$ cat src/rtl/change_dispenser_pkg.sv
// Shared constants for the change dispenser: coin codes, coin values, FSM encoding, count widths.
// Latency: n/a (declarations only).
// Backpressure: n/a.
// Contents: COIN_* type codes, coin_value() cents lookup, ST_* state codes, coin_counts_t.
package change_dispenser_pkg;

   localparam int COIN_TYPE_W   = 2;
   localparam int CNT_DOLLAR_W  = 1;
   localparam int CNT_QUARTER_W = 2;
   localparam int CNT_DIME_W    = 4;
   localparam int CNT_NICKEL_W  = 5;
   localparam int ITEM_W        = 3;

   localparam logic [COIN_TYPE_W-1:0] COIN_NICKEL  = 2'd0;
   localparam logic [COIN_TYPE_W-1:0] COIN_DIME    = 2'd1;
   localparam logic [COIN_TYPE_W-1:0] COIN_QUARTER = 2'd2;
   localparam logic [COIN_TYPE_W-1:0] COIN_DOLLAR  = 2'd3;

   localparam logic [2:0] ST_IDLE    = 3'd0;
   localparam logic [2:0] ST_DOLLAR  = 3'd1;
   localparam logic [2:0] ST_QUARTER = 3'd2;
   localparam logic [2:0] ST_DIME    = 3'd3;
   localparam logic [2:0] ST_NICKEL  = 3'd4;
   localparam logic [2:0] ST_DONE    = 3'd5;
   localparam logic [2:0] ST_FAULT   = 3'd6;

   typedef struct packed {
      logic [CNT_DOLLAR_W-1:0]  dollar;
      logic [CNT_QUARTER_W-1:0] quarters;
      logic [CNT_DIME_W-1:0]    dimes;
      logic [CNT_NICKEL_W-1:0]  nickels;
   } coin_counts_t;

   // Value in cents of one coin of the given type.
   function automatic logic [6:0] coin_value(input logic [COIN_TYPE_W-1:0] t);
      logic [6:0] v;
      case (t)
         COIN_DOLLAR:  v = 7'd100;
         COIN_QUARTER: v = 7'd25;
         COIN_DIME:    v = 7'd10;
         default:      v = 7'd5;
      endcase
      return v;
   endfunction

endpackage

$ cat src/rtl/change_dispenser_if.sv
// Coin ejector handshake: one coin presented per valid/ack exchange.
// Latency: n/a (wires only).
// Backpressure: ejector holds off by leaving coin_ack low; presenter keeps coin_type stable.
// Ports: coin_valid/coin_type driven by the dispenser (master), coin_ack by the ejector (slave).
interface change_dispenser_if;
   import change_dispenser_pkg::*;

   logic                   coin_valid;
   logic [COIN_TYPE_W-1:0] coin_type;
   logic                   coin_ack;

   modport master (output coin_valid, output coin_type, input coin_ack);
   modport slave  (input coin_valid, input coin_type, output coin_ack);
endinterface

$ cat src/rtl/change_dispenser_coin_timeout_ctr.sv
// Counts cycles a presented coin waits for an ack; flags when the wait reaches ACK_TIMEOUT.
// Latency: expired is combinational on the edge that would make the count reach ACK_TIMEOUT.
// Backpressure: none; clear has priority over enable.
// Ports: clk, rst_n (sync, active low), clear, enable, expired.
module coin_timeout_ctr #(
   parameter int ACK_TIMEOUT = 64
) (
   input  logic clk,
   input  logic rst_n,
   input  logic clear,
   input  logic enable,
   output logic expired
);

   localparam int W = (ACK_TIMEOUT > 2) ? $clog2(ACK_TIMEOUT) : 1;
   localparam logic [W-1:0] LIMIT_M1 = W'(ACK_TIMEOUT - 1);

   logic [W-1:0] cnt_q, cnt_d;

   // The increment taking the count from ACK_TIMEOUT-1 to ACK_TIMEOUT is the expiry,
   // so the counter itself never has to hold the value ACK_TIMEOUT.
   always_comb begin
      expired = enable && !clear && (cnt_q == LIMIT_M1);
      cnt_d   = cnt_q;
      if (clear) begin
         cnt_d = '0;
      end else if (enable && !expired) begin
         cnt_d = cnt_q + 1'b1;
      end
   end

   always_ff @(posedge clk) begin
      if (!rst_n) begin
         cnt_q <= '0;
      end else begin
         cnt_q <= cnt_d;
      end
   end

endmodule

$ cat src/rtl/change_dispenser.sv
// Latches one transaction's coin counts and ejects them largest-first over a valid/ack handshake.
// Latency: first coin_valid 2 edges after load if a dollar is due; done 5 cycles after an empty load.
// Backpressure: coin held until coin_ack; ACK_TIMEOUT cycles without ack enters FAULT.
// Ports: clk, rst_n (sync, active low), load + change_* counts + item_dispensed, clear_fault,
//        ej (coin_valid/coin_type/coin_ack), busy, done, item_out, total_cents, fault.
module change_dispenser
   import change_dispenser_pkg::*;
#(
   parameter int ACK_TIMEOUT = 64,
   parameter int TOT_W       = 9
) (
   input  logic                     clk,
   input  logic                     rst_n,
   input  logic                     load,
   input  logic [CNT_DOLLAR_W-1:0]  change_dollar,
   input  logic [CNT_QUARTER_W-1:0] change_quarters,
   input  logic [CNT_DIME_W-1:0]    change_dimes,
   input  logic [CNT_NICKEL_W-1:0]  change_nickels,
   input  logic [ITEM_W-1:0]        item_dispensed,
   input  logic                     clear_fault,
   change_dispenser_if.master       ej,
   output logic                     busy,
   output logic                     done,
   output logic [ITEM_W-1:0]        item_out,
   output logic [TOT_W-1:0]         total_cents,
   output logic                     fault
);

   logic [2:0]             state_q, state_d;
   coin_counts_t           cnt_q, cnt_d;
   logic                   coin_valid_q, coin_valid_d;
   logic [COIN_TYPE_W-1:0] coin_type_q, coin_type_d;
   logic                   busy_q, busy_d;
   logic                   done_q, done_d;
   logic [ITEM_W-1:0]      item_q, item_d;
   logic [TOT_W-1:0]       total_q, total_d;
   logic                   fault_q, fault_d;

   logic                   cur_zero;
   logic [COIN_TYPE_W-1:0] cur_type;
   logic [2:0]             next_st;
   logic                   tmo_en;
   logic                   tmo_expired;

   // Ack is only meaningful while a coin is presented; otherwise it is ignored.
   assign tmo_en = coin_valid_q && !ej.coin_ack;

   coin_timeout_ctr #(.ACK_TIMEOUT(ACK_TIMEOUT)) u_tmo (
      .clk     (clk),
      .rst_n   (rst_n),
      .clear   (!tmo_en),
      .enable  (tmo_en),
      .expired (tmo_expired)
   );

   // Per-denomination view of the current coin state.
   always_comb begin
      cur_zero = 1'b1;
      cur_type = COIN_NICKEL;
      next_st  = ST_DONE;
      case (state_q)
         ST_DOLLAR: begin
            cur_zero = (cnt_q.dollar == '0);
            cur_type = COIN_DOLLAR;
            next_st  = ST_QUARTER;
         end
         ST_QUARTER: begin
            cur_zero = (cnt_q.quarters == '0);
            cur_type = COIN_QUARTER;
            next_st  = ST_DIME;
         end
         ST_DIME: begin
            cur_zero = (cnt_q.dimes == '0);
            cur_type = COIN_DIME;
            next_st  = ST_NICKEL;
         end
         ST_NICKEL: begin
            cur_zero = (cnt_q.nickels == '0);
            cur_type = COIN_NICKEL;
            next_st  = ST_DONE;
         end
         default: ;
      endcase
   end

   always_comb begin
      state_d      = state_q;
      cnt_d        = cnt_q;
      coin_valid_d = coin_valid_q;
      coin_type_d  = coin_type_q;
      busy_d       = busy_q;
      done_d       = 1'b0;
      item_d       = item_q;
      total_d      = total_q;
      fault_d      = fault_q;

      case (state_q)
         ST_IDLE: begin
            if (load) begin
               cnt_d.dollar   = change_dollar;
               cnt_d.quarters = change_quarters;
               cnt_d.dimes    = change_dimes;
               cnt_d.nickels  = change_nickels;
               item_d         = item_dispensed;
               total_d        = '0;
               busy_d         = 1'b1;
               state_d        = ST_DOLLAR;
            end
         end

         ST_DOLLAR, ST_QUARTER, ST_DIME, ST_NICKEL: begin
            if (coin_valid_q) begin
               if (ej.coin_ack) begin
                  // Dropping valid here forces the one-cycle gap between coins.
                  coin_valid_d = 1'b0;
                  total_d      = total_q + TOT_W'(coin_value(coin_type_q));
                  case (state_q)
                     ST_DOLLAR:  cnt_d.dollar   = cnt_q.dollar - 1'b1;
                     ST_QUARTER: cnt_d.quarters = cnt_q.quarters - 1'b1;
                     ST_DIME:    cnt_d.dimes    = cnt_q.dimes - 1'b1;
                     default:    cnt_d.nickels  = cnt_q.nickels - 1'b1;
                  endcase
               end else if (tmo_expired) begin
                  coin_valid_d = 1'b0;
                  fault_d      = 1'b1;
                  state_d      = ST_FAULT;
               end
            end else if (cur_zero) begin
               state_d = next_st;
               done_d  = (next_st == ST_DONE);
            end else begin
               coin_valid_d = 1'b1;
               coin_type_d  = cur_type;
            end
         end

         ST_DONE: begin
            busy_d  = 1'b0;
            state_d = ST_IDLE;
         end

         ST_FAULT: begin
            if (clear_fault) begin
               fault_d = 1'b0;
               busy_d  = 1'b0;
               state_d = ST_IDLE;
            end
         end

         default: begin
            coin_valid_d = 1'b0;
            busy_d       = 1'b0;
            state_d      = ST_IDLE;
         end
      endcase
   end

   always_ff @(posedge clk) begin
      if (!rst_n) begin
         state_q      <= ST_IDLE;
         cnt_q        <= '0;
         coin_valid_q <= 1'b0;
         coin_type_q  <= '0;
         busy_q       <= 1'b0;
         done_q       <= 1'b0;
         item_q       <= '0;
         total_q      <= '0;
         fault_q      <= 1'b0;
      end else begin
         state_q      <= state_d;
         cnt_q        <= cnt_d;
         coin_valid_q <= coin_valid_d;
         coin_type_q  <= coin_type_d;
         busy_q       <= busy_d;
         done_q       <= done_d;
         item_q       <= item_d;
         total_q      <= total_d;
         fault_q      <= fault_d;
      end
   end

   assign ej.coin_valid = coin_valid_q;
   assign ej.coin_type  = coin_type_q;
   assign busy          = busy_q;
   assign done          = done_q;
   assign item_out      = item_q;
   assign total_cents   = total_q;
   assign fault         = fault_q;

endmodule
$ cat src/flat_wrapper.sv
// flat-port wrapper written by rule: the top's interface ports become plain ports
module change_dispenser_flat import change_dispenser_pkg::*;
#(
   parameter int ACK_TIMEOUT = 64,
   parameter int TOT_W       = 9
)
  (clk, rst_n, load, change_dollar, change_quarters, change_dimes, change_nickels, item_dispensed, clear_fault, busy, done, item_out, total_cents, fault, ej_coin_valid, ej_coin_type, ej_coin_ack);
  change_dispenser_if ej_i ();
  input  logic clk;
  input  logic rst_n;
  input  logic load;
  input  logic [CNT_DOLLAR_W-1:0] change_dollar;
  input  logic [CNT_QUARTER_W-1:0] change_quarters;
  input  logic [CNT_DIME_W-1:0] change_dimes;
  input  logic [CNT_NICKEL_W-1:0] change_nickels;
  input  logic [ITEM_W-1:0] item_dispensed;
  input  logic clear_fault;
  output logic busy;
  output logic done;
  output logic [ITEM_W-1:0] item_out;
  output logic [TOT_W-1:0] total_cents;
  output logic fault;
  output wire logic [$bits(ej_i.coin_valid)-1:0] ej_coin_valid;
  output wire logic [$bits(ej_i.coin_type)-1:0] ej_coin_type;
  input wire logic [$bits(ej_i.coin_ack)-1:0] ej_coin_ack;
  assign ej_coin_valid = ej_i.coin_valid;
  assign ej_coin_type = ej_i.coin_type;
  assign ej_i.coin_ack = ej_coin_ack;
  change_dispenser #(.ACK_TIMEOUT(ACK_TIMEOUT), .TOT_W(TOT_W)) u_core (.clk(clk), .rst_n(rst_n), .load(load), .change_dollar(change_dollar), .change_quarters(change_quarters), .change_dimes(change_dimes), .change_nickels(change_nickels), .item_dispensed(item_dispensed), .clear_fault(clear_fault), .ej(ej_i), .busy(busy), .done(done), .item_out(item_out), .total_cents(total_cents), .fault(fault));
endmodule
$ cat config.mk
export PLATFORM = sky130hd
export DESIGN_NAME = change_dispenser_flat
export DESIGN_NICKNAME = d
export VERILOG_FILES = /design/src/rtl/change_dispenser_pkg.sv /design/src/rtl/change_dispenser_if.sv /design/src/rtl/change_dispenser_coin_timeout_ctr.sv /design/src/rtl/change_dispenser.sv /design/src/flat_wrapper.sv
export SDC_FILE = /design/constraint.sdc
export NUM_CORES = 1
export LEC_CHECK = 0
export ABC_AREA = 0
export CORE_MARGIN = 1
export CORE_UTILIZATION = 40
export CTS_BUF_LIST = sky130_fd_sc_hd__clkbuf_2 sky130_fd_sc_hd__clkbuf_4 sky130_fd_sc_hd__clkbuf_8
export DETAILED_ROUTE_END_ITERATION = 16
export GPL_TIMING_DRIVEN = 0
export PLACE_DENSITY = 0.65
export SYNTH_ARGS = -nofsm -noshare
export SYNTH_HDL_FRONTEND = slang
export SYNTH_SLANG_ARGS = --single-unit
$ cat constraint.sdc
create_clock -name clk -period 3 [get_ports clk]
set_input_delay 0.6 -clock clk [delete_from_list [all_inputs] [get_ports clk]]
set_output_delay 0.6 -clock clk [all_outputs]
set_load 0.005 [all_outputs]
* Word level (Yosys, flattened, before mapping)
Cells that the tools add are included.
** Cells by class
- $add $sub $neg :: 6
- Equal/unequal tests :: 24
- Mux-type cells :: 38
- Bitwise operators :: 5
- Reductions and logical operators :: 26
** Operators with widths (number)
- $mux 12 :: 3
- $reduce_and 5->1 :: 6
- $mux 9 :: 3
- $pmux 12 s2 :: 1
- $mux 7 :: 3
- $pmux 7 s3 :: 1
- $mux 3 :: 6
- $pmux 3 s3 :: 2
- $pmux 9 s2 :: 1
- $eq 3x3->1 const B :: 4
- $mux 1 :: 10
- $ne 2x1->1 const B :: 5
- $ne 2x2->1 const B :: 5
- $add 9x7->9 :: 1
- $reduce_or 4->1 :: 2
- $add 6x1->6 const B :: 1
- $eq 3x2->1 const B :: 2
- $eq 6x6->1 const B :: 1
- $ne 3x3->1 const B :: 2
- $pmux 2 s3 :: 1
- $reduce_and 3->1 :: 2
- $reduce_or 3->1 :: 2
- $logic_not 5->1 :: 1
- $mux 5 :: 1
- other kinds (22) :: 33
** Storage, ports and cells
- Bits in registers :: 39
- Output and inout bits :: 18

* Logic depth before layout (Yosys ltp)
Gate-level depths: netlist of run 1.
- Depth after elaboration :: 9
- Depth in mapped cells :: 10
- Depth with buffers taken out :: 10

* Hierarchy
A second synthesis of run 1 with hierarchy kept.
** Unflattened totals
- Cell total of the unflattened synthesis :: 312
- Area, all modules :: 2523.7 µm²
** Modules (own cells, without submodules)
- change_dispenser :: instances 1, cells an instance 276, area an instance 2203.4 µm², seq. area each 660.6 µm²
- coin_timeout_ctr :: instances 1, cells an instance 36, area an instance 320.3 µm², seq. area each 120.1 µm²

* Least setup slack after synthesis of run 1
Ideal clock, no wire load.
- Path kind :: flip-flop to flip-flop
- Start point :: reg u_core.coin_type_q[0] (netlist: u_core.ej.coin_type[0])
- End point :: reg u_core.total_q[6] (netlist: u_core.total_cents[6])
- Library setup time :: 0.082 ns
- Arrival time :: 2.330 ns
- Required time :: 2.918 ns
- Slack :: 0.587 ns
- Cell stages (with the launch flop) :: 11
- Path buffers :: 0
- Period minus slack after synthesis :: 2.413 ns
- Path through :: dfxtp_1 > inv_1 > ha_1 > or2_2 > ha_1 > fa_1 > a211oi_1 > nor2_1 > o31ai_1 > nand4_1 > o221ai_1
** Between the ends
- Longest elaborated chain between the ends :: 9
** RTL lines
- start, declared :: RTL line change_dispenser.sv:32 : logic [COIN_TYPE_W-1:0] coin_type_q, coin_type_d;
- start signal, assigned :: RTL line change_dispenser.sv:173 : coin_type_q <= coin_type_d;
- $eq 2x1->1 or $eq 2x2->1 (tied branches) :: RTL line change_dispenser_pkg.sv:37 : case (t)
- $pmux 7 s3 (*) :: RTL line change_dispenser_pkg.sv:37
- $mux 7 (*) :: RTL line change_dispenser.sv:113 : if (ej.coin_ack) begin
- $mux 7 (*) :: RTL line change_dispenser.sv:112 : if (coin_valid_q) begin
- $mux 7 (*) :: RTL line change_dispenser.sv:97 : case (state_q)
- $add 9x7->9 (*) :: RTL line change_dispenser.sv:116 : total_d = total_q + TOT_W'(coin_value(coin_type_q));
- $mux 9 (*) :: RTL line change_dispenser.sv:113
- $mux 9 (*) :: RTL line change_dispenser.sv:112
- $pmux 9 s2 (*) :: RTL line change_dispenser.sv:97
- end signal, assigned :: RTL line change_dispenser.sv:177 : total_q <= total_d;
- end, declared :: RTL line change_dispenser.sv:36 : logic [TOT_W-1:0] total_q, total_d;
Mark *: on every way between the ends. The rest lies on a longest branch, timed or not. The select of a mux whose other input is x is not followed.
A chain may end at the register's enable or synchronous reset.

* Worst setup path in the final report of run 1
Ends and elaborated chain as after synthesis.

==> results of run 1 <==
final timing paths:
check / from / endpoint / depth (start not counted)
max: u_core.ej.coin_type[0] / u_core.total_cents[6] / 10
min: u_core.item_out[0] / u_core.item_out[0] / 2
max reg2reg: u_core.ej.coin_type[0] / u_core.total_cents[6] / 10
min reg2reg: u_core.item_out[0] / u_core.item_out[0] / 2
cell type report:
type | instances | area share [%]
Buffer | 16 | 3.06
Clock buffer | 6 | 2.69
Clock inverter | 2 | 1.14
Inverter | 14 | 1.71
Multi-Input combinational cell | 222 | 50.8
Sequential cell | 39 | 25.5
Tap cell | 75 | 3.06
Timing Repair Buffer | 37 | 12.1
placed cells by master, fill, tap and decap left out, types with 3 or more instances in the layout:
| master | n |
|---|---|
| clkdlybuf4s50_1 | 37 |
| a31oi_1 | 4 |
| a21oi_1 | 19 |
| nor4b_1 | 3 |
| mux2i_1 | 4 |
| or3_1 | 6 |
| nand3_1 | 9 |
| xnor2_1 | 3 |
| and2_1 | 4 |
| o21ai_0 | 14 |
| nor2_1 | 25 |
| a21o_1 | 4 |
| nor3_1 | 6 |
| xor2_1 | 8 |
| buf_6 | 3 |
| clkbuf_1 | 6 |
| nand4_1 | 3 |
| inv_1 | 14 |
| clkbuf_8 | 6 |
| a211oi_1 | 11 |
| buf_2 | 6 |
| nand2_1 | 24 |
| a22oi_1 | 4 |
| ha_1 | 18 |
| dfxtp_1 | 39 |
| or2_2 | 3 |
sequential cells by signal, summed over array words and instances (netlist names):
register              flops
u_core.state_q            3
u_core.ej.coin_valid      1
u_core.u_tmo.cnt_q        6
u_core.ej.coin_type       2
u_core.busy               1
u_core.done               1
u_core.fault              1
u_core.total_cents        9
u_core.cnt_q             12
u_core.item_out           3
what timing repair did:
action	CTS	global route
hold buffers	0	0
endpoints found under the setup margin	0	1
resized for setup	0	1
tightest hold or removal path: stages (launching register included):
cell     delay, ns
dfxtp_1       0.31
nand2_1       0.05
a21oi_1       0.05
power by group:
| part | internal (mW) | switching, mW |
|---|---|---|
| combinational | 0.601 | 0.842 |
| sequential | 0.631 | 0.0937 |
| clock | 0.269 | 0.198 |
per-layer routing:
| layer | wire, um | vias to the layer above | part of all wire [%] | GRT usage, % |
|---|---|---|---|---|
| li1 | - | 1140 | - | - |
| met1 | 2850 | 1077 | 46 | 25.4 |
| met2 | 2930 | 48 | 48 | 34.5 |
| met3 | 260 | 12 | 4.2 | 3.82 |
| met4 | 102 | 0 | 1.7 | 5.54 |
| met5 | 0 | - | 0 | 0 |
cell usage after synthesis (all sizes together) (7+ instances only):
cell type  instances
nor3               7
a211oi            12
nand3              9
nor2              27
a21oi             19
ha                18
nand2             25
o21ai             16
buf               10
xor2               9
dfxtp             39
inv               14
stage by stage:
step / instance area (um2) / total power, mW / hold slack, ns / setup WS [ns] / utilization, %
detailed placement: 2940 / 2.16 / 0.448 / 0.348 / 49.4
floorplan: 2480 / 1.78 / 0.444 / 0.587 / -
global route: 3070 / 2.84 / 0.492 / 0.0499 / 51.5
CTS: 3060 / 2.63 / 0.460 / 0.316 / 51.4
global placement: 2940 / 2.14 / 0.448 / 0.358 / 49.4
finish: 3070 / 2.64 / 0.455 / 0.369 / 51.5
cell families after synthesis:
| logic type | count (synthesis) | synth area share (%) |
|---|---|---|
| XOR/XNOR | 13 | 5.20 |
| buffers and inverters | 30 | 5.90 |
| flip-flops | 39 | 31.5 |
| adder cells (fa/ha/maj) | 20 | 10.3 |
| multiplexers | 5 | 2.07 |
| AO/OA/AOI/OAI | 82 | 22.7 |
| AND/OR/NAND/NOR | 102 | 22.4 |
==> impl_metrics.env, run 1 <==
export IMPL_ir_drop_uv=406
export IMPL_leakage_nw=1.17
export IMPL_slew_violations=0
export IMPL_crit_chain="inv_1 > ha_1 > or2_2 > ha_1 > fa_1 > a211oi_2 > nor2_1 > o31ai_1 > nand4_1 > o221ai_1"
export IMPL_yosysTopAreaCellShare_pct=31.5
export IMPL_seqCellArea_um2=781
export IMPL_worst_slew_pin_slew_ns=0.572
export IMPL_h_tree_depth=2
export IMPL_ys_seq_elements=39
export IMPL_rsz0062_at_grt="no"
export IMPL_clock_sinks=39
export IMPL_cts_tree="yes"
export IMPL_ant_nets=0
export IMPL_path_class="reg -> reg"
export IMPL_n_antenna_cell=0
export IMPL_regToRegSetupSlack_ns=0.37
export IMPL_via_count=2277
export IMPL_gp_congestion=0.847
export IMPL_die_area_um2=6520
export IMPL_fin_nets=374
export IMPL_synth_area_leaders="dfxtp_1, ha_1, a21oi_1, nor2_1, a211oi_1"
export IMPL_cp_data_arrival_time_ns=2.85
export IMPL_cts_root_buffer="clkbuf_8"
export IMPL_cts_max_path_buffers=2
export IMPL_synth_avg_cell_area_um2=8.52
export IMPL_synthDistinctLibCells=64
export IMPL_ios=38
export IMPL_critPathMaxFanout=5
export IMPL_cpMaxStageDelayCell="fa_1"
export IMPL_clock_skew_ns=0.00521
export IMPL_grt_use_total_pct=20.0
export IMPL_setup_tns_final_ns=0
export IMPL_hold_path_class="reg -> reg"
export IMPL_antenna_found_initial=0
export IMPL_multi_input_area_um2=1560
export IMPL_grt_max_degree=13
export IMPL_placedCellCount=403
export IMPL_area_growth_pct=23.7
export IMPL_clk_pin_slew_ns=0.08
export IMPL_dp_hpwl_mm=4.55
export IMPL_max_cap_violations=0
export IMPL_grt_overflow_total=0
export IMPL_drt_first_iter_violations=138
export IMPL_syn_inst=291
export IMPL_cp_common_cell="ha_1"
export IMPL_layout_min_cycle_time_ns=2.63
export IMPL_port_buffers=37
export IMPL_core_area_um2=5960
export IMPL_dr_pass1_iters=4
export IMPL_routed_wl_mm=6.14
export IMPL_grt_first_pass_wirelength_mm=10.0
export IMPL_cp_required_ns=3.22
export IMPL_setup_viol=0
export IMPL_initial_core_util_pct=41.6
export IMPL_insertion_delay_ns=0.30
export IMPL_synth_seq_area_share_pct=31.5
export IMPL_rows=28
export IMPL_fin_crit_sh_pct=87.7
export IMPL_post_cts_buffers=0
export IMPL_syn_cell_area_um2=2480
export IMPL_nFillCells=607
export IMPL_synth_edf_count=0
export IMPL_cp_top_family="adder cells"
export IMPL_synth_fp_nets=330
export IMPL_die_h_um=80.7
export IMPL_yosysWarnings=0
export IMPL_slew_headroom_pct=61.3
export IMPL_layout_drive_gt1_share_pct=11.3
export IMPL_hold_viol=0
export IMPL_synth_area_leader_cell="dfxtp_1"
export IMPL_die_w_um=80.7
export IMPL_slowest_delay_ns=0.45
export IMPL_cp_num_buf_inv=1
export IMPL_routedWlPerCell_um=14.9
export IMPL_power_density_nw_per_um2=859
export IMPL_start_kind="flip-flop"
export IMPL_synthFlopType="dfxtp_1"
export IMPL_cp_end_kind="flip-flop"
export IMPL_cts_buffers=5
export IMPL_max_freq_mhz=380
export IMPL_grt_pass1_vias=2134
export IMPL_drc=0
export IMPL_status="finished, final reports clean"
export IMPL_instances_no_fill=411
export IMPL_ys_async_sr_fraction_pct=0
export IMPL_vias_per_cell=5.54
(Power assumes the default switching activity.)
==> run 2, diff against run 1 <==
--- a/config.mk
+++ b/config.mk
@@ -6,6 +6,7 @@
 export NUM_CORES = 1
 export LEC_CHECK = 0
 export ABC_AREA = 0
+export CORE_ASPECT_RATIO = 0.5
 export CORE_MARGIN = 1
 export CORE_UTILIZATION = 40
 export CTS_BUF_LIST = sky130_fd_sc_hd__clkbuf_2 sky130_fd_sc_hd__clkbuf_4 sky130_fd_sc_hd__clkbuf_8
==> impl_metrics.env, run 2 (same netlist as run 1, synthesis figures left out) <==
export IMPL_hold_worst_slack_ns=0.458
export IMPL_cp_common_cell="ha_1"
export IMPL_grt_overflow_total=0
export IMPL_fin_nets=374
export IMPL_gp_congestion=0.883
export IMPL_hold_path_class="reg -> reg"
export IMPL_leakage_nw=1.18
export IMPL_setup_ws_ns=0.220
export IMPL_cts_buffers=5
export IMPL_grt_use_total_pct=20.6
export IMPL_dr_pass1_iters=4
export IMPL_insertion_delay_ns=0.30
export IMPL_clock_skew_ns=0.00571
export IMPL_layout_common_cells="dfxtp_1, clkdlybuf4s50_1, nor2_1, nand2_1, a21oi_1"
export IMPL_post_cts_resized=0
export IMPL_grt_pass1_vias=2159
export IMPL_cts_hold_buf=0
export IMPL_drc=0
export IMPL_cp_top_family="adder cells"
export IMPL_setup_tns_final_ns=0
export IMPL_slew_headroom_pct=63.8
export IMPL_routedWlPerCell_um=15.0
export IMPL_clk_pin_slew_ns=0.08
export IMPL_n_antenna_cell=0
export IMPL_cpMaxStageDelayCell="dfxtp_1"
export IMPL_cts_tree="yes"
export IMPL_cp_end_kind="flip-flop"
export IMPL_cp_required_ns=3.22
export IMPL_dp_hpwl_mm=4.69
export IMPL_path_class="reg -> reg"
export IMPL_h_tree_depth=2
export IMPL_area_growth_pct=24.7
export IMPL_top_layer_used="met4"
export IMPL_post_cts_buffers=0
export IMPL_status="finished, final reports clean"
export IMPL_routed_wl_mm=6.30
export IMPL_final_util_pct=54.0
export IMPL_cp_num_buf_inv=1
export IMPL_cts_max_path_buffers=2
export IMPL_rsz0062_at_grt="no"
export IMPL_drt_met1_wl_mm=3.11
export IMPL_ios=38
export IMPL_start_kind="flip-flop"
export IMPL_max_freq_mhz=360
export IMPL_largest_register_ffs=12
export IMPL_drt_first_iter_violations=171
export IMPL_antenna_found_initial=0
export IMPL_setup_viol=0
export IMPL_design_area_um2=3090
export IMPL_hold_viol=0
export IMPL_clock_sinks=39
export IMPL_regMostFlops="u_core.cnt_q"
export IMPL_core_area_um2=5730
export IMPL_cts_root_buffer="clkbuf_8"
export IMPL_die_h_um=57.7
export IMPL_layout_min_cycle_time_ns=2.78
export IMPL_route_met3_wl_um=384
export IMPL_vias_per_cell=5.44
export IMPL_die_w_um=113
export IMPL_power_density_nw_per_um2=877
export IMPL_cp_data_arrival_time_ns=3.00
export IMPL_crit_chain="inv_1 > ha_1 > or2_2 > ha_1 > fa_1 > a211oi_1 > nor2_1 > o31ai_1 > nand4_1 > o221ai_1"
export IMPL_layout_drive_gt1_share_pct=11.0
export IMPL_detailedPlace_worstSlack_ns=0.305
export IMPL_rows=19
export IMPL_grt_max_degree=13
export IMPL_slew_violations=0
export IMPL_final_common_cell="dfxtp_1"
export IMPL_grt_first_pass_wirelength_mm=10.3
export IMPL_max_cap_violations=0
export IMPL_die_area_um2=6540
export IMPL_ant_nets=0
export IMPL_port_buffers=37
export IMPL_place_area_um2=2960
export IMPL_slowest_delay_ns=0.43
export IMPL_via_count=2286
export IMPL_fin_crit_sh_pct=92.7
export IMPL_wl_met2_mm=2.75
export IMPL_regToRegSetupSlack_ns=0.22
export IMPL_initial_core_util_pct=43.3
export IMPL_ir_drop_uv=277
export IMPL_critPathMaxFanout=5
export IMPL_worst_slew_pin_slew_ns=0.543
run 2: cell count changes in the layout (fill, tap and decap cells not counted), sizes merged:
cell    change
bufinv      +1
clkinv      -1
run 2: layer usage:
| layer | vias to the layer above | track usage, % |
|---|---|---|
| met3 | 5 | 6.07 |
| met4 | 0 | 6.58 |
| met5 | - | 0 |
| li1 | 1143 | - |
| met2 | 53 | 32.3 |
| met1 | 1085 | 27.6 |
run 2: layout make-up:
| cell class | count | area (um2) |
|---|---|---|
| buffer | 16 | 93.8 |
| clock buffer | 6 | 76.3 |
| clock inverter | 2 | 60.1 |
| fill | 552 | 2640 |
| inverter | 14 | 52.6 |
| multi-input combinational | 222 | 1550 |
| sequential | 39 | 781 |
| tap | 84 | 105 |
| timing repair buffer | 37 | 370 |
run 2: final timing paths:
check	start	endpoint	cells after the start
max	u_core.ej.coin_type[0]	u_core.total_cents[6]	10
min	u_core.item_out[0]	u_core.item_out[0]	2
max reg2reg	u_core.ej.coin_type[0]	u_core.total_cents[6]	10
min reg2reg	u_core.item_out[0]	u_core.item_out[0]	2
run 2: report_power, final:
part	internal (mW)	total, mW	switching, mW
clock	0.342	0.539	0.197
combinational	0.601	1.45	0.850
sequential	0.631	0.723	0.0913
total	1.57	2.71	1.14
run 2: worst register-to-register path: stages (launching register included):
cell	delay [ns]
dfxtp_1	0.43
inv_1	0.09
ha_1	0.22
or2_2	0.30
ha_1	0.21
fa_1	0.43
a211oi_1	0.33
nor2_1	0.12
o31ai_1	0.32
nand4_1	0.16
o221ai_1	0.11
run 2: through the flow:
step / power, mW / instances
global placement: 2.13 / 412
detailed placement: 2.17 / 412
CTS: 2.72 / 420
finish: 2.71 / 420
floorplan: 1.78 / 291
global route: 2.93 / 420
